### src/rtl/blink_indicator_pkg.sv
// Shared definitions for the blink indicator: state encoding and duration-counter sizing.
// Latency: n/a (declarations only).
// Backpressure: n/a.
package blink_indicator_pkg;

  typedef enum logic [1:0] {
    IDLE = 2'b00,
    ON   = 2'b01,
    GAP  = 2'b10
  } state_t;

  // Width of a counter that must hold 0 .. max(on_t, off_t).
  function automatic int cnt_width(input int on_t, input int off_t);
    int m;
    m = (on_t > off_t) ? on_t : off_t;
    return $clog2(m + 1);
  endfunction

endpackage

### src/rtl/blink_indicator_sat_counter.sv
// Saturating up/down counter with sticky overflow flag for dropped increments.
// Latency: count and flag update on the clock edge after inc/dec/clr are sampled.
// Backpressure: none; an increment at full scale is dropped and flagged unless a decrement cancels it.
//
// Ports: clk, rst (async active-low), inc, dec, clr (sync flush of count and flag),
//        cnt (current count), ovf (sticky: an increment was dropped).
module sat_counter #(
  parameter int W = 4
) (
  input  logic         clk,
  input  logic         rst,
  input  logic         inc,
  input  logic         dec,
  input  logic         clr,
  output logic [W-1:0] cnt,
  output logic         ovf
);

  localparam logic [W-1:0] MAXV = '1;

  always_ff @(posedge clk or negedge rst) begin
    if (!rst) begin
      cnt <= '0;
      ovf <= 1'b0;
    end else if (clr) begin
      cnt <= '0;
      ovf <= 1'b0;
    end else begin
      case ({inc, dec})
        2'b10: begin
          if (cnt == MAXV) ovf <= 1'b1;
          else             cnt <= cnt + 1'b1;
        end
        2'b01: begin
          if (cnt != '0) cnt <= cnt - 1'b1;
        end
        // inc and dec together cancel, even at full scale
        default: cnt <= cnt;
      endcase
    end
  end

endmodule

### src/rtl/blink_indicator.sv
// LED blink sequencer: each evt queues one blink of ON_TIME cycles followed by an OFF_TIME-cycle gap.
// Latency: evt in cycle t -> pend_cnt=1 after edge t -> led=1 after edge t+1.
// Backpressure: none; up to 2^PEND_W-1 blinks queue, further events are dropped and flagged in ovf.
//
// Ports: clk, rst (async active-low), evt (one blink per high cycle), clr (flush queue and ovf),
//        led (registered drive), busy (ON or GAP), pend_cnt (queued blinks), ovf (sticky drop flag).
module blink_indicator
  import blink_indicator_pkg::*;
#(
  parameter int ON_TIME  = 1250000,
  parameter int OFF_TIME = 1250000,
  parameter int PEND_W   = 4
) (
  input  logic              clk,
  input  logic              rst,
  input  logic              evt,
  input  logic              clr,
  output logic              led,
  output logic              busy,
  output logic [PEND_W-1:0] pend_cnt,
  output logic              ovf
);

  localparam int CW = cnt_width(ON_TIME, OFF_TIME);
  localparam logic [CW-1:0] ON_LAST  = CW'(ON_TIME - 1);
  localparam logic [CW-1:0] OFF_LAST = CW'(OFF_TIME - 1);

  state_t        state;
  logic [CW-1:0] dur;
  logic          pend_nz;
  logic          deq;

  assign pend_nz = (pend_cnt != '0);

  // A queued blink is taken when idle, or on the last gap cycle so blinks run back-to-back.
  always_comb begin
    deq = 1'b0;
    if (pend_nz) begin
      if (state == IDLE)                      deq = 1'b1;
      else if (state == GAP && dur == OFF_LAST) deq = 1'b1;
    end
  end

  sat_counter #(
    .W(PEND_W)
  ) u_pend (
    .clk (clk),
    .rst (rst),
    .inc (evt),
    .dec (deq),
    .clr (clr),
    .cnt (pend_cnt),
    .ovf (ovf)
  );

  // led/busy are registered alongside the state so they track it exactly.
  always_ff @(posedge clk or negedge rst) begin
    if (!rst) begin
      state <= IDLE;
      dur   <= '0;
      led   <= 1'b0;
      busy  <= 1'b0;
    end else begin
      case (state)
        IDLE: begin
          if (pend_nz) begin
            state <= ON;
            dur   <= '0;
            led   <= 1'b1;
            busy  <= 1'b1;
          end
        end
        ON: begin
          if (dur == ON_LAST) begin
            state <= GAP;
            dur   <= '0;
            led   <= 1'b0;
          end else begin
            dur <= dur + 1'b1;
          end
        end
        GAP: begin
          if (dur == OFF_LAST) begin
            dur <= '0;
            if (pend_nz) begin
              state <= ON;
              led   <= 1'b1;
            end else begin
              state <= IDLE;
              busy  <= 1'b0;
            end
          end else begin
            dur <= dur + 1'b1;
          end
        end
        default: begin
          state <= IDLE;
          dur   <= '0;
          led   <= 1'b0;
          busy  <= 1'b0;
        end
      endcase
    end
  end

endmodule

### config.mk
export PLATFORM = sky130hd
export DESIGN_NAME = blink_indicator
export DESIGN_NICKNAME = d
export VERILOG_FILES = /design/src/rtl/blink_indicator_pkg.sv /design/src/rtl/blink_indicator_sat_counter.sv /design/src/rtl/blink_indicator.sv
export SDC_FILE = /design/constraint.sdc
export NUM_CORES = 1
export LEC_CHECK = 0
export CAP_MARGIN = 20
export CORE_MARGIN = 2
export CORE_UTILIZATION = 40
export DETAILED_ROUTE_END_ITERATION = 10
export GPL_TIMING_DRIVEN = 0
export HOLD_SLACK_MARGIN = 0.02
export PLACE_DENSITY = 0.64
export RECOVER_POWER = 50
export SKIP_LAST_GASP = 1
export SLEW_MARGIN = 20
export SYNTH_ARGS = -nofsm -noshare
export SYNTH_HDL_FRONTEND = slang
export SYNTH_SLANG_ARGS = --single-unit
### constraint.sdc
create_clock -name clk -period 3.5 [get_ports clk]
set_input_delay 0.875 -clock clk [delete_from_list [all_inputs] [get_ports clk]]
set_output_delay 0.875 -clock clk [all_outputs]
set_load 0.01 [all_outputs]
After elaboration in Yosys (flattened, before gate mapping):

Index checks and enable logic that the tools add are counted.
W data, S select, Z words.

* register bits: 30
* bits in latches: 0
* RAM bits: 0
* memory bits (read-only): 0
* memories kept: 0

* $add $sub $neg: 3
* multiply operators: 0
* divide/modulo/power cells: 0
* magnitude comparators: 0
* equal/unequal tests: 12
* shifts and indexed selects: 0
* muxes and demuxes: 26
* bitwise operators: 1
* reductions and logical operators: 12

Operator list (count)
* $mux W21: 2
* $pmux W21 S2: 1
* $add A21 B1 Y21 const B: 1
* $eq A21 B21 Y1 const B: 1
* $mux W1: 13
* $mux W4: 3
* $pmux W4 S2: 1
* $mux W2: 3
* $ne A2 B2 Y1 const B: 3
* $ne A3 B3 Y1 const B: 2
* $pmux W1 S3: 2
* $pmux W2 S3: 1
* $reduce_and A3 Y1: 2
* $add A4 B1 Y4 const B: 1
* $eq A2 B1 Y1 const B: 2
* $eq A2 B2 Y1 const B: 2
* $eq A4 B4 Y1 const B: 1
* $reduce_and A2 Y1: 2
* $reduce_and A4 Y1: 1
* $reduce_bool A2 Y1: 2
* $reduce_bool A4 Y1: 1
* $sub A4 B1 Y4 const B: 1
* $reduce_bool A3 Y1: 1
* $logic_not A2 Y1: 1
* 4 further kinds: 4

Longest topological paths before layout:

* word-level depth: 8
* depth in mapped cells: 12

Cells and area by module:

Synthesis repeated with hierarchy kept, for this count alone.

* cell total of the unflattened synthesis: 211
* area total of the unflattened synthesis: 1846.8 µm²

By module, submodules not included
* blink_indicator: times used 1, cells each 173, area each 1470.2 µm²
* sat_counter: times used 1, cells each 38, area each 376.6 µm²

Least setup slack after synthesis:

Ideal clock, no wire load.

* kind: flip-flop to flip-flop
* start: register dur[15]
* end: register u_pend.cnt[3]
* arrival time: 2.402 ns
* path slack: 0.973 ns
* cell stages (with the launch flop): 10
* buffers on the path: 0
* cell sequence: dfrtp_1 -> or4b_4 -> nor3_4 -> a31oi_4 -> nor2_4 -> ha_1 -> nand3_1 -> nand2_1 -> a32o_2 -> mux2_4

* longest elaborated chain between the ends: 8
* elaborated cells on any way between the ends: 13

Ends and longest elaborated chain
* from (decl): line blink_indicator.sv:29 `logic [CW-1:0] dur;`
* from (signal assigned): line blink_indicator.sv:79 `dur <= dur + 1'b1;`
* from (signal assigned): line blink_indicator.sv:93 `dur <= dur + 1'b1;`
* $eq A21 B21 Y1 (*): line blink_indicator.sv:40 `else if (state == GAP && dur == OFF_LAST) deq = 1'b1;`
* $logic_and A1 B1 Y1 (*): line blink_indicator.sv:40
* $mux W1 (*): line blink_indicator.sv:40
* $mux W1 (*): line blink_indicator.sv:39 `if (state == IDLE) deq = 1'b1;`
* $mux W1 (*): line blink_indicator.sv:38 `if (pend_nz) begin`
* $eq A2 B2 Y1 / $eq A2 B1 Y1 (equally long branches): line blink_indicator_sat_counter.sv:29 `case ({inc, dec})`
* $ne A3 B3 Y1 (no source line), or another cell as far along
* $reduce_and A3 Y1 (no source line) / $mux W4 (equally long branches)
* to (signal assigned): line blink_indicator_sat_counter.sv:32 `else cnt <= cnt + 1'b1;`
* to (signal assigned): line blink_indicator_sat_counter.sv:35 `if (cnt != '0) cnt <= cnt - 1'b1;`
* to (signal assigned): line blink_indicator_sat_counter.sv:38 `default: cnt <= cnt;`
* to (decl): line blink_indicator_sat_counter.sv:15 `output logic [W-1:0] cnt,`

Mark *: on every way between the ends. The rest lies on a longest branch, timed or not.
A chain may end at the register's enable or synchronous reset.

Final worst setup path:

* start: register dur[18]
* end: register u_pend.cnt[2]

Same word-level chain as after synthesis.

==> impl_results.md <==
* Outcome: finished, violations left
* Failing checks: max-capacitance violations, max-slew violations
* Cells after Synth at 193
* FMAX at 367 MHz
* PortBufs at 10
* Yosys synthesis warning count at 0
* Synth top area cells: dfrtp_1 41%, ha_1 5.5%, nor2_1 4.9%
* GR peak layer: met2
* Area Overhead vs Synth at 13.5%
* RSZ-0062 raised after global routing: false
* Die X at 71.6 um
* Netlist cell types at 49
* Antenna violations before repair at 0
* Hold Violations, Final at 0
* H-tree depth at 2
* Max-slew violation count at 31
* Clk_lat worst skew at 0.29 ns
* FF-to-FF path depth at 11
* Overflow after GRT at 0
* Row Count at 24
* Drc violations at 0
* Clock skew after layout at 0.00708 ns
* Hold buffers post-CTS at 0
* Die Height at 71.6 um
* Yosys top cell area share at 41.0%
* Met3 Resource Use GR at 4.64%
* CP arrival at 2.94 ns
* Synth area leader: dfrtp_1
* Initial DRC Count at 46
* CP endpoint: u_pend.cnt[2]
* Routed len/inst at 14.4 um
* Clock sinks at 30
* Fin area at 2080 um2
* WL final at 3.79 mm
* Largest net degree at the start of global routing at 31
* Worst-path clk slew at 0.07 ns
* # Max-Cap Violations at 1
* Top_reg_cell synth: dfrtp_1
* Tot GR Track Use at 17.1%
* Power per cell area at 738 nW/um2
* TritonCTS buffer count at 5
* Relative slew slack at -9.93%
* Fin crit share at 77.9%
* Initial core utilization at 41.7%
* Worst-Margin Slew at 1.65 ns
* Number of flops mapped to enable cells by yosys at 0
* P_leak at 0.893 nW
* Setup_tns at 0 ns
* Synth Register Bits at 30
* HP Class: flop to flop
* Mapped Avg Cell Area at 9.48 um2
* VDD IR max at 0.238 mV
* Longest Clk Path Bufs at 2
* Worst R2R Setup Slack at 0.77 ns
* Synthesized area at 1830 um2
* DP Area at 1990 um2
* ANT nets after route at 0
* Syn Nets at 205
* Slowest cell delay on critical path at 0.57 ns
* CP max FO at 7
* Setup crit end kind: flop
* Finish-stage setup viols at 0
* R2R Path Start: dur[18]
* Vias per cell at 5.60
* Async S/R FF share, synth at 100%
* Number of global-route vias before repair at 1,451
* Post-layout minimum cycle time at 2.73 ns
* Vias at 1,473
* RePlAce Congestion at 0.766
* Worst EP required at 3.71 ns
* CTS tree: yes
* First-pass GRT wire length at 6.80 mm
* Hpwl dp at 2.74 mm
* CP Cell Sequence: or4b_1, nor3_4, a31oi_4, nor2_4, xor2_1, ha_1, a31o_2, a31oi_1, xnor2_1, mux2i_1, nor2_1
* Top-Level Pins at 11
* GR Util met2 at 26.4%
* Core Region at 4380 um2
* Met1 usage at 23.2%
* Layout Nets at 222
* Worst Setup SP: dur[18]
* Worst path slowest cell: or4b_1
* Share of cells above drive strength 1 at 13.3%
* DRT Pass-1 Iters at 4
* Reg-to-reg endpoint: u_pend.cnt[2]
* Hold Path Depth at 2
* Postcts setup bufs at 0
* Die ar. at 5130 um2
* Sequential cell area fraction in the yosys report at 41.0%
* CTS root buffer: clkbuf_8
* # resized after CTS at 0
* Diode count at 0
* WS Path Type: flop to flop
* Critical Path Start Type: flop
* Filler cells at 430
## layer usage
metal / vias up / part of all wire (%)
li1: 730 / -
met1: 720 / 48
met2: 17 / 47
met3: 6 / 3.2
met4: 0 / 1.7
met5: - / 0
## where the power goes
part           internal, mW  leakage (nW)  total, mW  switching [mW]
Sequential            0.400         0.410      0.460          0.0597
Combinational         0.325         0.435      0.783           0.458
Clock                 0.158        0.0482      0.291           0.132
Total                 0.883         0.893       1.53           0.650
## registers in the layout, summed over array words and instances, names as in the netlist
name        flops
state           2
busy            1
u_pend.cnt      4
u_pend.ovf      1
led             1
dur            21
## through the flow
step	worst slack, ns	total power, mW	std cells	utilization [%]	hold WS, ns
5_1_grt	0.580	1.68	263	47.3	0.561
6_report	0.774	1.53	263	47.3	0.512
4_1_cts	0.780	1.55	263	47.5	0.509
2_1_floorplan	0.973	1.03	193	-	0.479
3_5_place_dp	0.639	1.26	255	45.4	0.492
3_3_place_gp	0.657	1.25	255	45.5	0.480
## synthesized netlist by cell type (all sizes together) (3+ instances only)
master,count
mux2i,3
a31oi,5
a21oi,5
ha,8
or4b,3
a2111oi,3
nand3,12
nand4,4
inv,7
nor2b,3
buf,4
xnor2,6
nor3,5
o21ai,13
nand2,18
xor2,6
and3,4
dfrtp,30
nor2,26
o31ai,4
## layout by cell type, fill, tap and decap left out, types with 6 or more instances in the layout
master / netlist / final
clkdlybuf4s50_1: 0 / 9
ha_1: 8 / 8
clkbuf_8: 0 / 6
inv_1: 7 / 7
dfrtp_1: 30 / 30
nand3_1: 12 / 12
o21ai_0: 13 / 13
nand2_1: 18 / 18
xnor2_1: 6 / 6
xor2_1: 6 / 6
nor2_1: 24 / 24
## worst min path at each step
stage / end / slack, ns / start
after global placement: u_pend.ovf / 0.48 / u_pend.ovf
after detailed placement: u_pend.ovf / 0.49 / u_pend.ovf
after CTS: u_pend.ovf / 0.51 / u_pend.ovf
after global routing: busy / 0.56 / busy
final: u_pend.ovf / 0.51 / u_pend.ovf
after floorplan: dur[11] / 0.48 / dur[11]
## area by class of cell
type / count / area, um2 / area share (%)
multi-input cells: 151 / 1020 / 49.2
repair buffers: 10 / 93.8 / 4.52
clock inverters: 1 / 5.00 / 0.241
inverters: 7 / 26.3 / 1.27
flip-flops and latches: 30 / 751 / 36.2
plain buffers: 5 / 26.3 / 1.27
well taps: 52 / 65.1 / 3.13
clock buffers: 7 / 86.3 / 4.16
## worst max-delay path, delay by kind of cell (launching register included)
| kind | cells | cell delay (ns) |
|---|---|---|
| AND/OR/NAND/NOR | 4 | 1.19 |
| XOR/XNOR | 2 | 0.22 |
| adder cells (fa/ha/maj) | 1 | 0.18 |
| multiplexers | 1 | 0.09 |
| flip-flops | 1 | 0.42 |
| AO/OA/AOI/OAI | 3 | 0.55 |
## cell families after synthesis
logic type      share of synthesized area, %
xor+xnor                                5.75
mux                                     3.08
flops                                   41.0
fa+ha+maj                               5.47
simple gates                            24.6
buf+inv                                 2.87
compound gates                          17.2
(Power assumes the default switching activity.)
==> variant: new RTL, config.mk and constraints unchanged <==
Put a register stage on the output `pend_cnt`, cleared by the reset. The value now appears one clock later. The other outputs are not delayed to match. Comments in the files are not updated.
--- a/src/rtl/blink_indicator.sv
+++ b/src/rtl/blink_indicator.sv
@@ -25,12 +25,14 @@
   localparam logic [CW-1:0] ON_LAST  = CW'(ON_TIME - 1);
   localparam logic [CW-1:0] OFF_LAST = CW'(OFF_TIME - 1);
 
+  logic [PEND_W-1:0] pend_cnt_d;
+
   state_t        state;
   logic [CW-1:0] dur;
   logic          pend_nz;
   logic          deq;
 
-  assign pend_nz = (pend_cnt != '0);
+  assign pend_nz = (pend_cnt_d != '0);
 
   // A queued blink is taken when idle, or on the last gap cycle so blinks run back-to-back.
   always_comb begin
@@ -49,7 +51,7 @@
     .inc (evt),
     .dec (deq),
     .clr (clr),
-    .cnt (pend_cnt),
+    .cnt (pend_cnt_d),
     .ovf (ovf)
   );
 
@@ -103,5 +105,13 @@
     end
   end
 
+  always_ff @(posedge clk or negedge rst) begin
+    if (!rst) begin
+      pend_cnt <= '0;
+    end else begin
+      pend_cnt <= pend_cnt_d;
+    end
+  end
+
 endmodule
 
Formal check against the unedited RTL: not equivalent (a bounded check fails within 4 cycles, from zero or initial values and one cycle with rst low).
==> variant against the unedited design <==
Sequential cell count grew 4; sequential share of layout area increased by 3.4 points; total power rose by 6.9%; count of clock-buffer cells in the layout is 1 lower; setup slack got worse by 0.17 ns; fmax decreased by 5.7%; cell area up 3.6%; first-iteration DRC count increased by 39%; synthesized area rose by 2.5%; routed wire length down 13%; clock power grew 25%; combinational power shrank 8.6%; critical path type unchanged; critical endpoint is now u_pend.cnt[3]$_DFFE_PN0P_; largest power group unchanged; highest routed layer unchanged.
==> variant: results (changes against the unedited design) <==
Synthesized Nets=200 (was 205); largest net degree at the start of global routing=24 (was 31); DRT Wirelength=3310 um (was 3790 um); final instance count without filler cells=258 (was 263); RePlAce Congestion=0.790 (was 0.766); sequential power=0.556 mW (was 0.460 mW); nets=218 (was 222); Clock Buffer Count=6 (was 7); signal buffers share of area=0.0582 (was 0.0579); final worst-path setup slack=0.609 ns (was 0.774 ns); origin of the worst setup path=dur[0]$_DFFE_PN0N_ (was dur[18]$_DFFE_PN0N_); CP arrival=3.06 ns (was 2.94 ns); dpl cells=251 (was 255); status=finished, final reports clean (was complete, but fails checks); DP Worst Slack=0.617 ns (was 0.639 ns); Largest regs=dur x21, pend_cnt x4, u_pend.cnt x4 (was dur x21, u_pend.cnt x4, state x2); multi-input combinational area share=0.451 (was 0.492); Max stage delay on crit path=0.44 ns (was 0.57 ns); adder-cell share of the synthesized area=0.0534 (was 0.0547); most frequent cells after synthesis=34 x dfrtp_1, 24 x nor2_1, 16 x nand2_1 (was 30 x dfrtp_1, 24 x nor2_1, 18 x nand2_1); register area share after synthesis=0.454 (was 0.410); Seq pwr share=0.340 (was 0.300); Vias=1340 (was 1473); switching share of power=0.373 (was 0.424); Comb group=0.716 mW (was 0.783 mW); top post-synthesis cells by area=dfrtp_1 45%, ha_1 5.3%, xor2_1 5.1% (was dfrtp_1 41%, ha_1 5.5%, nor2_1 4.9%); multi-input logic area=970 um2 (was 1020 um2); Critical Path Slowest Stage Cell=o31a_2 (was or4b_1); CP Max Fanout=5 (was 7); gr usage total=0.147 (was 0.171); FF/Latch Area=851 um2 (was 751 um2); comb_multi_in=143 (was 151); crit path to=u_pend.cnt[3]$_DFFE_PN0P_ (was u_pend.cnt[2]$_DFFE_PN0P_); clock skew=0.00755 ns (was 0.00708 ns); xor-xnor portion of the synthesized cell area=0.0794 (was 0.0575); multiplexer share of the synthesized area=0.0254 (was 0.0308); area grow syn2layout=14.7% (was 13.5%); clk cell area share=0.0524 (was 0.0440); DP HPWL=2430 um (was 2740 um); first-pass GRT wire length=5970 um (was 6800 um); leakage power=0.929 nW (was 0.893 nW); Distinct cells, synth=47 (was 49); Peak VDD IR=0.000430 V (was 0.000238 V); 1st-iter DRT viols=64 (was 46); Post-DP Area=2060 um2 (was 1990 um2); filler cell count=447 (was 430); num sequential=34 (was 30); Hold Crit Class=reg -> reg (unchanged); Worst Tran Pin Value=1.20 ns (was 1.65 ns); Post-Syn Area per Cell=9.97 um2 (was 9.48 um2); antenna violations before repair=0 (unchanged); Synth Area in Compound Gates=0.0941 (was 0.172)
==> variant: cell count changes in the layout (fill, tap and decap cells not counted), moves of 3 or more <==
cell     before  now
xor2_1        6   11
and3_2        0    3
dfrtp_1      30   34
o21ai_0      13   10
and4_1        0    3
==> variant: cell families after synthesis <==
logic type,after synthesis
xor gates and xnor gates,17
DFF,34
adders and majority gates,8
buffers and inverters,11
AOI/OAI and AO/OA,28
and+or+nand+nor,86
muxes,4
==> variant: how the worst min path moves through the flow <==
| stage | cells after the start | slack [ns] | startpoint | to |
|---|---|---|---|---|
| CTS | 1 | 0.47 | rst | dur[10]$_DFFE_PN0N_ |
| global placement | 2 | 0.50 | u_pend.ovf$_DFFE_PN0P_ | u_pend.ovf$_DFFE_PN0P_ |
| global route | 2 | 0.54 | led$_DFFE_PN0P_ | led$_DFFE_PN0P_ |
| detailed placement | 2 | 0.50 | u_pend.ovf$_DFFE_PN0P_ | u_pend.ovf$_DFFE_PN0P_ |
| finish | 2 | 0.51 | led$_DFFE_PN0P_ | led$_DFFE_PN0P_ |
| floorplan | 0 | 0.47 | u_pend.cnt[3]$_DFFE_PN0P_ | pend_cnt[3]$_DFF_PN0_ |
==> variant: metal layers <==
layer / vias up / track usage / routed length (um)
li1: 695 / - / -
met1: 621 / 0.201 / 1710
met2: 17 / 0.219 / 1440
met3: 7 / 0.0417 / 103
met4: 0 / 0.0617 / 61
met5: - / 0 / 0
==> variant: worst register-to-register path: cells and delay by family (launching register included) <==
kind	cells	cell delay (ns)
adder cells (fa/ha/maj)	2	0.53
multiplexers	1	0.33
AND/OR/NAND/NOR	5	0.87
AO/OA/AOI/OAI	3	0.67
flip-flops	1	0.39
